$ cat config.mk
export PLATFORM = sky130hd
export DESIGN_NAME = rob_core
export DESIGN_NICKNAME = d
export VERILOG_FILES = /design/src/rtl/rob_core.sv
export SDC_FILE = /design/constraint.sdc
export NUM_CORES = 2
export LEC_CHECK = 0
export BUFFER_PORTS_ARGS = -buffer_cell sky130_fd_sc_hd__buf_2
export CAP_MARGIN = 20
export CORE_MARGIN = 3
export CORE_UTILIZATION = 60
export CTS_CLUSTER_DIAMETER = 100
export DETAILED_ROUTE_END_ITERATION = 7
export PLACE_DENSITY = 0.74
export SYNTH_ARGS = -nofsm -noshare
export SYNTH_HDL_FRONTEND = slang
export SYNTH_SLANG_ARGS = --single-unit
$ cat constraint.sdc
create_clock -name clk -period 4.91 [get_ports clk]
set_clock_uncertainty 0.2 [all_clocks]
set_input_delay 0.7365 -clock clk [delete_from_list [all_inputs] [get_ports clk]]
set_output_delay 0.7365 -clock clk [all_outputs]
set_load 0.01 [all_outputs]
$ cat src/rtl/rob_core.sv
// rob_core: 32-entry in-order-retire reorder buffer with three writeback ports and branch flush.
module rob_core #(
  parameter int DEPTH = 32
) (
  input  logic        clk,
  input  logic        reset,
  input  logic        alloc_valid,
  input  logic [6:0]  alloc_pd_new,
  input  logic [6:0]  alloc_pd_old,
  input  logic [31:0] alloc_pc,
  output logic        alloc_ready,
  output logic [4:0]  alloc_tag,
  input  logic        wb_alu_valid,
  input  logic [4:0]  wb_alu_tag,
  input  logic        wb_mem_valid,
  input  logic [4:0]  wb_mem_tag,
  input  logic        wb_br_valid,
  input  logic [4:0]  wb_br_tag,
  input  logic        mispredict,
  input  logic [4:0]  mispredict_tag,
  output logic        retire_valid,
  output logic [6:0]  retire_pd_old,
  output logic [6:0]  retire_pd_new,
  output logic [31:0] retire_pc,
  output logic        rob_empty,
  output logic        rob_full
);
  localparam logic [5:0] CAP = 6'(DEPTH);
  logic [DEPTH-1:0] valid, complete, wb_set, kill, alloc_set;
  logic [6:0]       pd_new_q [DEPTH];
  logic [6:0]       pd_old_q [DEPTH];
  logic [31:0]      pc_q [DEPTH];
  logic [4:0]       head, tail, flush_n;
  logic [5:0]       count, count_nx;
  logic             do_alloc, retire, flush;
  assign alloc_ready   = count < CAP && !mispredict;
  assign alloc_tag     = tail;
  assign do_alloc      = alloc_valid && alloc_ready;
  assign retire        = valid[head] && complete[head];
  assign flush         = mispredict && valid[mispredict_tag];
  assign flush_n       = tail - mispredict_tag - 5'd1;
  assign retire_valid  = retire;
  assign retire_pd_old = pd_old_q[head];
  assign retire_pd_new = pd_new_q[head];
  assign retire_pc     = pc_q[head];
  assign rob_empty     = count == 6'd0;
  assign rob_full      = count == CAP;
  // Branch at head-1 of a full buffer must keep count at 32, hence the 6-bit sum.
  assign count_nx = (flush ? {1'b0, mispredict_tag - head} + 6'd1 : count + {5'd0, do_alloc}) - {5'd0, retire};
  for (genvar i = 0; i < DEPTH; i++) begin : g_ent
    logic [4:0] off;
    assign off          = 5'(i) - mispredict_tag - 5'd1;
    assign wb_set[i]    = valid[i] && ((wb_alu_valid && wb_alu_tag == 5'(i)) ||
                                       (wb_mem_valid && wb_mem_tag == 5'(i)) ||
                                       (wb_br_valid && wb_br_tag == 5'(i)));
    assign kill[i]      = (flush && off < flush_n) || (retire && head == 5'(i));
    assign alloc_set[i] = do_alloc && tail == 5'(i);
  end
  always_ff @(posedge clk) begin
    if (reset) begin
      head     <= '0;
      tail     <= '0;
      count    <= '0;
      valid    <= '0;
      complete <= '0;
    end else begin
      valid    <= (valid & ~kill) | alloc_set;
      complete <= (complete | wb_set) & ~kill & ~alloc_set;
      count    <= count_nx;
      head     <= head + 5'(retire);
      tail     <= flush ? mispredict_tag + 5'd1 : tail + 5'(do_alloc);
    end
  end
  always_ff @(posedge clk) begin
    if (do_alloc) begin
      pd_new_q[tail] <= alloc_pd_new;
      pd_old_q[tail] <= alloc_pd_old;
      pc_q[tail]     <= alloc_pc;
    end
  end
endmodule

---- Word-level counts from Yosys, hierarchy flattened ----
Memory sizes are Yosys's and may differ from the RTL's. A register that Yosys moved wholly into a read port is not among the register bits.
Cells that the tools add are included.
word-level totals
  register bits ........................... 80
  latch bits .............................. 0
  bits in writable memories ............... 1472
  ROM bits ................................ 0
  bits of input ports ..................... 73
  word-level logic and storage cells ...... 623
  memories ................................ 3
cells by class
  $add $sub $neg .......................... 73
  $mul .................................... 0
  div/mod/pow operators ................... 0
  magnitude comparators ................... 35
  equal/unequal tests ..................... 156
  shifts and indexed selects .............. 0
  mux-type cells .......................... 13
  bitwise operators ....................... 7
  reductions and logical operators ........ 331
memories
  name      depth  bits a word  rd ports  clocked after Yosys merged registers in  wr ports  RTL line  text
  pc_q      32     32           1         1                                        1         32        logic [31:0] pc_q [DEPTH];
  pd_new_q  32     7            1         1                                        1         30        logic [6:0] pd_new_q [DEPTH];
  pd_old_q  32     7            1         1                                        1         31        logic [6:0] pd_old_q [DEPTH];
operator list
  kind                                                                    number
  5-bit equality test (second input constant)                             80
  1-bit logical AND                                                       228
  5-bit by 4-bit equality test with 1-bit output (second input constant)  40
  5-bit by 1-bit subtractor with 5-bit output (second input constant)     33
  5-bit < comparator                                                      32
  5-bit by 3-bit equality test with 1-bit output (second input constant)  20
  32-bit bitwise AND                                                      3
  1-bit logical OR                                                        96
  5-bit subtractor (first input constant)                                 16
  32-bit inverter                                                         2
  32-bit OR                                                               2
  5-bit by 2-bit equality test with 1-bit output (second input constant)  10
  4-bit by 5-bit subtractor with 5-bit output (first input constant)      8
  5-bit by 1-bit equality test with 1-bit output (second input constant)  5
  5-bit zero test                                                         5
  5-bit 2-to-1 mux                                                        4
  3-bit by 5-bit subtractor with 5-bit output (first input constant)      4
  1-bit binary-select mux with 5-bit select                               3
  5-bit by 6-bit < comparator with 1-bit output (second input constant)   2
  5-bit by 1-bit adder with 5-bit output                                  2
  1-bit by 5-bit subtractor with 5-bit output (first input constant)      2
  2-bit by 5-bit subtractor with 5-bit output (first input constant)      2
  5-bit subtractor                                                        2
  5-bit by 1-bit adder with 6-bit output (second input constant)          1
  9 further kinds                                                         13

---- Longest topological paths before layout ----
  depth after elaboration ................. 8
  gate-level depth with buffers ........... 15
  depth with buffers taken out ............ 12

---- Worst setup path after synthesis ----
OpenSTA, ideal clock, no wires.
  kind .................................... input port to flip-flop
  from .................................... in mispredict
  to ...................................... mem pc_q[11][0] (enable)
  arrival time ............................ 3647 ps
  data required time ...................... 4256 ps
  setup slack ............................. 609 ps
  stages .................................. 5
  buffers on the path ..................... 0
  cell sequence ........................... nor2_1 -> and2_1 -> nor2b_1 -> nand3_1 -> nor2_1
on the way
  word-level cells in the longest chain between the ends .. 5
RTL lines
  element                                 RTL line  text
  start, declared                         19        input logic mispredict,
  1-bit zero test                         36        assign alloc_ready = count < CAP && !mispredict;
  1-bit logical AND                       36
  1-bit logical AND                       38        assign do_alloc = alloc_valid && alloc_ready;
  1-bit 2-to-1 mux                        75        if (do_alloc) begin
  1-bit 2-to-1 mux (implied by the code)  78        pc_q[tail] <= alloc_pc;
  end, declared                           32
Every way passes these cells.

==> flow_results.xml <==
<?xml version="1.0" encoding="UTF-8"?>
<metrics>
  <group name="setup_path">
    <metric name="critPathLaunchType" unit="">register</metric>
    <metric name="cpPeakStageDelay" unit="ns">0.80</metric>
    <metric name="rrSetupSlack" unit="ns">0.97</metric>
    <metric name="critPathBufInv" unit="">2</metric>
    <metric name="path_delay_family" unit="">multiplexers</metric>
    <metric name="crit_path_frequent_cell" unit="">sky130_fd_sc_hd__mux4_2</metric>
    <metric name="path_class" unit="">reg -&gt; out</metric>
    <metric name="worst_ep_arrival_time" unit="ns">3.69</metric>
    <metric name="critPathCaptureType" unit="">output port</metric>
    <metric name="crit_path_max_fanout" unit="">52</metric>
    <metric name="slowest_cell_on_the_critical_path" unit="">sky130_fd_sc_hd__dfxtp_4</metric>
    <metric name="critical_path.cell_chain" unit="">buf_12 &gt; mux4_2 &gt; mux4_2 &gt; mux2_2 &gt; buf_2</metric>
    <metric name="timing.critical_path.required" unit="ns">3.97</metric>
  </group>
  <group name="final_layout">
    <metric name="fillerInstances" unit="">6106</metric>
    <metric name="area_delta_synth_final" unit="%">12.7</metric>
    <metric name="area_of_the_multi_input_gates" unit="mm^2">0.0163</metric>
    <metric name="design_area" unit="mm^2">0.0706</metric>
    <metric name="final_nets" unit="">3354</metric>
    <metric name="share_of_post_route_cells_with_drive_strength_above_1" unit="%">30.3</metric>
    <metric name="final_core_utilization" unit="%">68.8</metric>
    <metric name="layout.area.seq" unit="mm^2">0.0458</metric>
  </group>
  <group name="power">
    <metric name="power.internal" unit="uW">21100</metric>
    <metric name="power_spent_charging_and_discharging_nets" unit="uW">5530</metric>
    <metric name="power.density_cell_area" unit="mW/mm^2">378</metric>
    <metric name="seq_power_share" unit="%">54.7</metric>
    <metric name="combinationalPowerShare" unit="%">3.9</metric>
    <metric name="switching_share" unit="%">20.7</metric>
    <metric name="p_leak" unit="uW">0.0220</metric>
    <metric name="share_clk_of_total_power" unit="%">41.4</metric>
    <metric name="vdd_drop_max" unit="V">0.000313</metric>
  </group>
  <group name="global_route">
    <metric name="antenna_violations_before_repair" unit="">9</metric>
    <metric name="use_met3" unit="%">6.22</metric>
    <metric name="gr-max-usage-layer" unit="">met2</metric>
    <metric name="grt_first_pass_wirelength" unit="mm">234</metric>
    <metric name="grt_use_total" unit="%">30.6</metric>
    <metric name="remaining_global_route_overflow" unit="">0</metric>
    <metric name="maximum_number_of_pins_on_one_net_before_global_route_repair" unit="">77</metric>
    <metric name="use_met1" unit="%">42.8</metric>
    <metric name="grt_use_met2" unit="%">49.5</metric>
    <metric name="grt_pass1_vias" unit="">33300</metric>
  </group>
  <group name="drt">
    <metric name="first_iter_violations" unit="">4295</metric>
    <metric name="drt_wl_total" unit="mm">162</metric>
    <metric name="drt.antenna.violating_nets" unit="">0</metric>
    <metric name="num_vias" unit="">32400</metric>
    <metric name="drt_drc_violations_left" unit="">0</metric>
    <metric name="via_per_inst" unit="">6.89</metric>
    <metric name="detailedRoute.firstPassIterationCount" unit="">5</metric>
    <metric name="wire_per_inst" unit="um">34.5</metric>
  </group>
  <group name="floorplanning">
    <metric name="die_area" unit="mm^2">0.108</metric>
    <metric name="die_height" unit="um">329</metric>
    <metric name="initial_core_util" unit="%">61.0</metric>
    <metric name="floorplan.rows" unit="">117</metric>
    <metric name="fp.coreArea" unit="mm^2">0.103</metric>
    <metric name="die_w" unit="um">329</metric>
    <metric name="ios" unit="">128</metric>
  </group>
  <group name="placement">
    <metric name="buffer_ports.inserted" unit="">127</metric>
    <metric name="placement.cell_area" unit="mm^2">0.0660</metric>
    <metric name="place_congestion" unit="">0.912</metric>
    <metric name="dp.final_hpwl" unit="mm">84.5</metric>
  </group>
  <group name="sta">
    <metric name="worst_pin_slew" unit="ns">1.05</metric>
    <metric name="final-max-slew-violation-count" unit="">0</metric>
    <metric name="maximum_clock_frequency" unit="MHz">216</metric>
    <metric name="setup_viol_count_final" unit="">0</metric>
    <metric name="period_needed" unit="ns">4.62</metric>
    <metric name="finalHoldViolations" unit="">0</metric>
    <metric name="slew_headroom" unit="%">30.0</metric>
    <metric name="unrepaired_setup_endpoints_after_global_routing" unit="">no</metric>
    <metric name="finalCritPeriodShare" unit="%">94.1</metric>
    <metric name="final.setup.tns" unit="ns">0</metric>
  </group>
  <group name="clocking">
    <metric name="count_of_hold_buffers_inserted_by_post_cts_repair" unit="">0</metric>
    <metric name="h_tree_depth" unit="">4</metric>
    <metric name="tritoncts" unit="">done</metric>
    <metric name="cts.repair_timing.setup_buffer_count" unit="">0</metric>
    <metric name="clkSlewWorstSetupHoldPaths" unit="ns">0.06</metric>
    <metric name="clock_insertion_delay_at_the_later_pin_of_the_skew_report" unit="ns">0.75</metric>
    <metric name="cts_buffers" unit="">151</metric>
    <metric name="postCtsResizedCells" unit="">0</metric>
    <metric name="tritoncts_num_sinks" unit="">1552</metric>
    <metric name="cts_root_cell" unit="">sky130_fd_sc_hd__clkbuf_16</metric>
    <metric name="max-clock-path-buffers" unit="">3</metric>
  </group>
  <group name="logic_synthesis">
    <metric name="synth_top_cell_area_share" unit="%">70.6</metric>
    <metric name="post_syn_area" unit="mm^2">0.0626</metric>
    <metric name="synth.yosys.seq_area_share" unit="%">73.1</metric>
    <metric name="synth_top_cells_by_area" unit="">sky130_fd_sc_hd__edfxtp_1 (71%), sky130_fd_sc_hd__mux4_2 (17%), sky130_fd_sc_hd__dfxtp_1 (2.6%), sky130_fd_sc_hd__ha_1 (1.5%), sky130_fd_sc_hd__mux2_2 (0.84%)</metric>
    <metric name="yosys.cell_count.top_type" unit="">sky130_fd_sc_hd__edfxtp_1</metric>
    <metric name="synth_async_sr_flop_share" unit="%">0</metric>
    <metric name="ys_seq_elements" unit="">1552</metric>
    <metric name="syn_inst" unit="">2973</metric>
    <metric name="postSynth.topFlopCell" unit="">sky130_fd_sc_hd__edfxtp_1</metric>
    <metric name="ranking_of_synthesized_cells_by_instance_count" unit="">sky130_fd_sc_hd__edfxtp_1 (1,472), sky130_fd_sc_hd__mux4_2 (471), sky130_fd_sc_hd__clkbuf_1 (88), sky130_fd_sc_hd__dfxtp_1 (80), sky130_fd_sc_hd__nor2_1 (78)</metric>
    <metric name="synth-warning-count" unit="">0</metric>
    <metric name="syn_nets" unit="">3121</metric>
    <metric name="synth.lib_cells_used.distinct" unit="">64</metric>
    <metric name="synth_top_area_cell" unit="">sky130_fd_sc_hd__edfxtp_1</metric>
    <metric name="synth_edf_count" unit="">1472</metric>
    <metric name="syn_area_per_cell" unit="um^2">21.1</metric>
  </group>
  <group name="run_status">
    <metric name="outcome" unit="">finished clean</metric>
  </group>
  <group name="flow_run">
    <metric name="max_cap_violations" unit="">0</metric>
  </group>
  <group name="min_path">
    <metric name="worstHoldPathType" unit="">in -&gt; reg</metric>
  </group>
</metrics>
## worst paths after layout
check | endpoint | from | cells past startpoint
setup reg to reg | count[5] | head[0] | 11
hold / removal | pd_new_q[31][5] | alloc_pd_new[5] | 1
hold reg to reg | valid[26] | valid[26] | 2
setup / recovery | retire_pc[18] | head[0] | 5
## registers in the layout, indices dropped and copies added, names as in the netlist
register and flops:
pc_q 1024, pd_new_q 224, pd_old_q 224, complete 32
valid 32, count 6, alloc_tag 5, head 5
## worst reg2reg max path: stages, from the launching register on
cell and delay (ns):
sky130_fd_sc_hd__dfxtp_4 0.80, sky130_fd_sc_hd__buf_4 0.49, sky130_fd_sc_hd__ha_1 0.30, sky130_fd_sc_hd__inv_1 0.07, sky130_fd_sc_hd__fa_1 0.50, sky130_fd_sc_hd__ha_1 0.21
sky130_fd_sc_hd__nand2_1 0.09, sky130_fd_sc_hd__nor3b_1 0.20, sky130_fd_sc_hd__a211oi_1 0.12, sky130_fd_sc_hd__xnor2_1 0.37, sky130_fd_sc_hd__and4b_1 0.25, sky130_fd_sc_hd__a311oi_1 0.24
## area by class of cell
cell class | instances | share of cell area [%]
tap | 1368 | 2.42
antenna | 6 | 0.0213
sequential | 1552 | 64.9
timing repair buffer | 230 | 2.74
clock buffer | 189 | 5.63
inverter | 60 | 0.333
multi-input combinational | 1211 | 23.0
clock inverter | 80 | 0.950
## logic make-up (layout without fill, tap and decap cells)
group	after synthesis	after routing	synth area share (%)
xor+xnor	50	50	0.743
other cells	0	6	0
flops	1552	1552	73.1
fa+ha+maj	85	85	1.68
simple gates	297	297	2.43
mux	524	524	17.9
compound gates	255	255	2.84
buf+inv	210	559	1.30
## cell usage in the layout (no fill, tap or decap), types with 13 or more instances in the layout
master                         n
sky130_fd_sc_hd__nor2_4       30
sky130_fd_sc_hd__clkbuf_16   153
sky130_fd_sc_hd__nor2b_1      16
sky130_fd_sc_hd__nand3_1      47
sky130_fd_sc_hd__o21ai_0      38
sky130_fd_sc_hd__nor3_1       21
sky130_fd_sc_hd__nor2_1       48
sky130_fd_sc_hd__xnor2_1      35
sky130_fd_sc_hd__inv_1        53
sky130_fd_sc_hd__clkinv_1     36
sky130_fd_sc_hd__clkbuf_1     35
sky130_fd_sc_hd__clkinv_2     24
sky130_fd_sc_hd__a221o_1      15
sky130_fd_sc_hd__xor2_1       13
sky130_fd_sc_hd__dfxtp_1      76
sky130_fd_sc_hd__a21oi_1      74
sky130_fd_sc_hd__ha_1         73
sky130_fd_sc_hd__a21o_1       23
sky130_fd_sc_hd__buf_2       127
sky130_fd_sc_hd__buf_12       42
sky130_fd_sc_hd__edfxtp_1   1472
sky130_fd_sc_hd__o221ai_1     17
sky130_fd_sc_hd__nand2_1      66
sky130_fd_sc_hd__mux2_2       47
sky130_fd_sc_hd__buf_4        60
sky130_fd_sc_hd__o22a_1       13
sky130_fd_sc_hd__mux4_2      471
sky130_fd_sc_hd__o2bb2ai_1    18
## metrics by stage
| step | setup WS (ns) | power (uW) | hold WS (ns) | std cells |
|---|---|---|---|---|
| finish | 0.288 | 26700 | 0.261 | 4696 |
| global route | 0.152 | 27400 | 0.256 | 4692 |
| CTS | 0.218 | 26800 | 0.213 | 4690 |
| detailed placement | 0.759 | 15900 | 0.285 | 4421 |
| global placement | 0.894 | 15900 | 0.281 | 4420 |
| floorplan | 0.609 | 15400 | 0.247 | 2973 |
## power by group through the flow
stage	Clock (uW)	Combinational, uW	Sequential [uW]
2_1_floorplan	0	563	14900
3_3_place_gp	0	998	14900
3_5_place_dp	0	1030	14900
4_1_cts	11200	1040	14600
5_1_grt	11600	1140	14600
6_report	11000	1050	14600
## per-layer routing
| metal | share of wire [%] | up-vias | routed length, um |
|---|---|---|---|
| li1 | - | 13000 | - |
| met1 | 37 | 17100 | 60600 |
| met2 | 50 | 1942 | 80800 |
| met3 | 9.5 | 336 | 15300 |
| met4 | 3.2 | 8 | 5120 |
| met5 | 0.029 | - | 47 |
(Power assumes the default switching activity.)
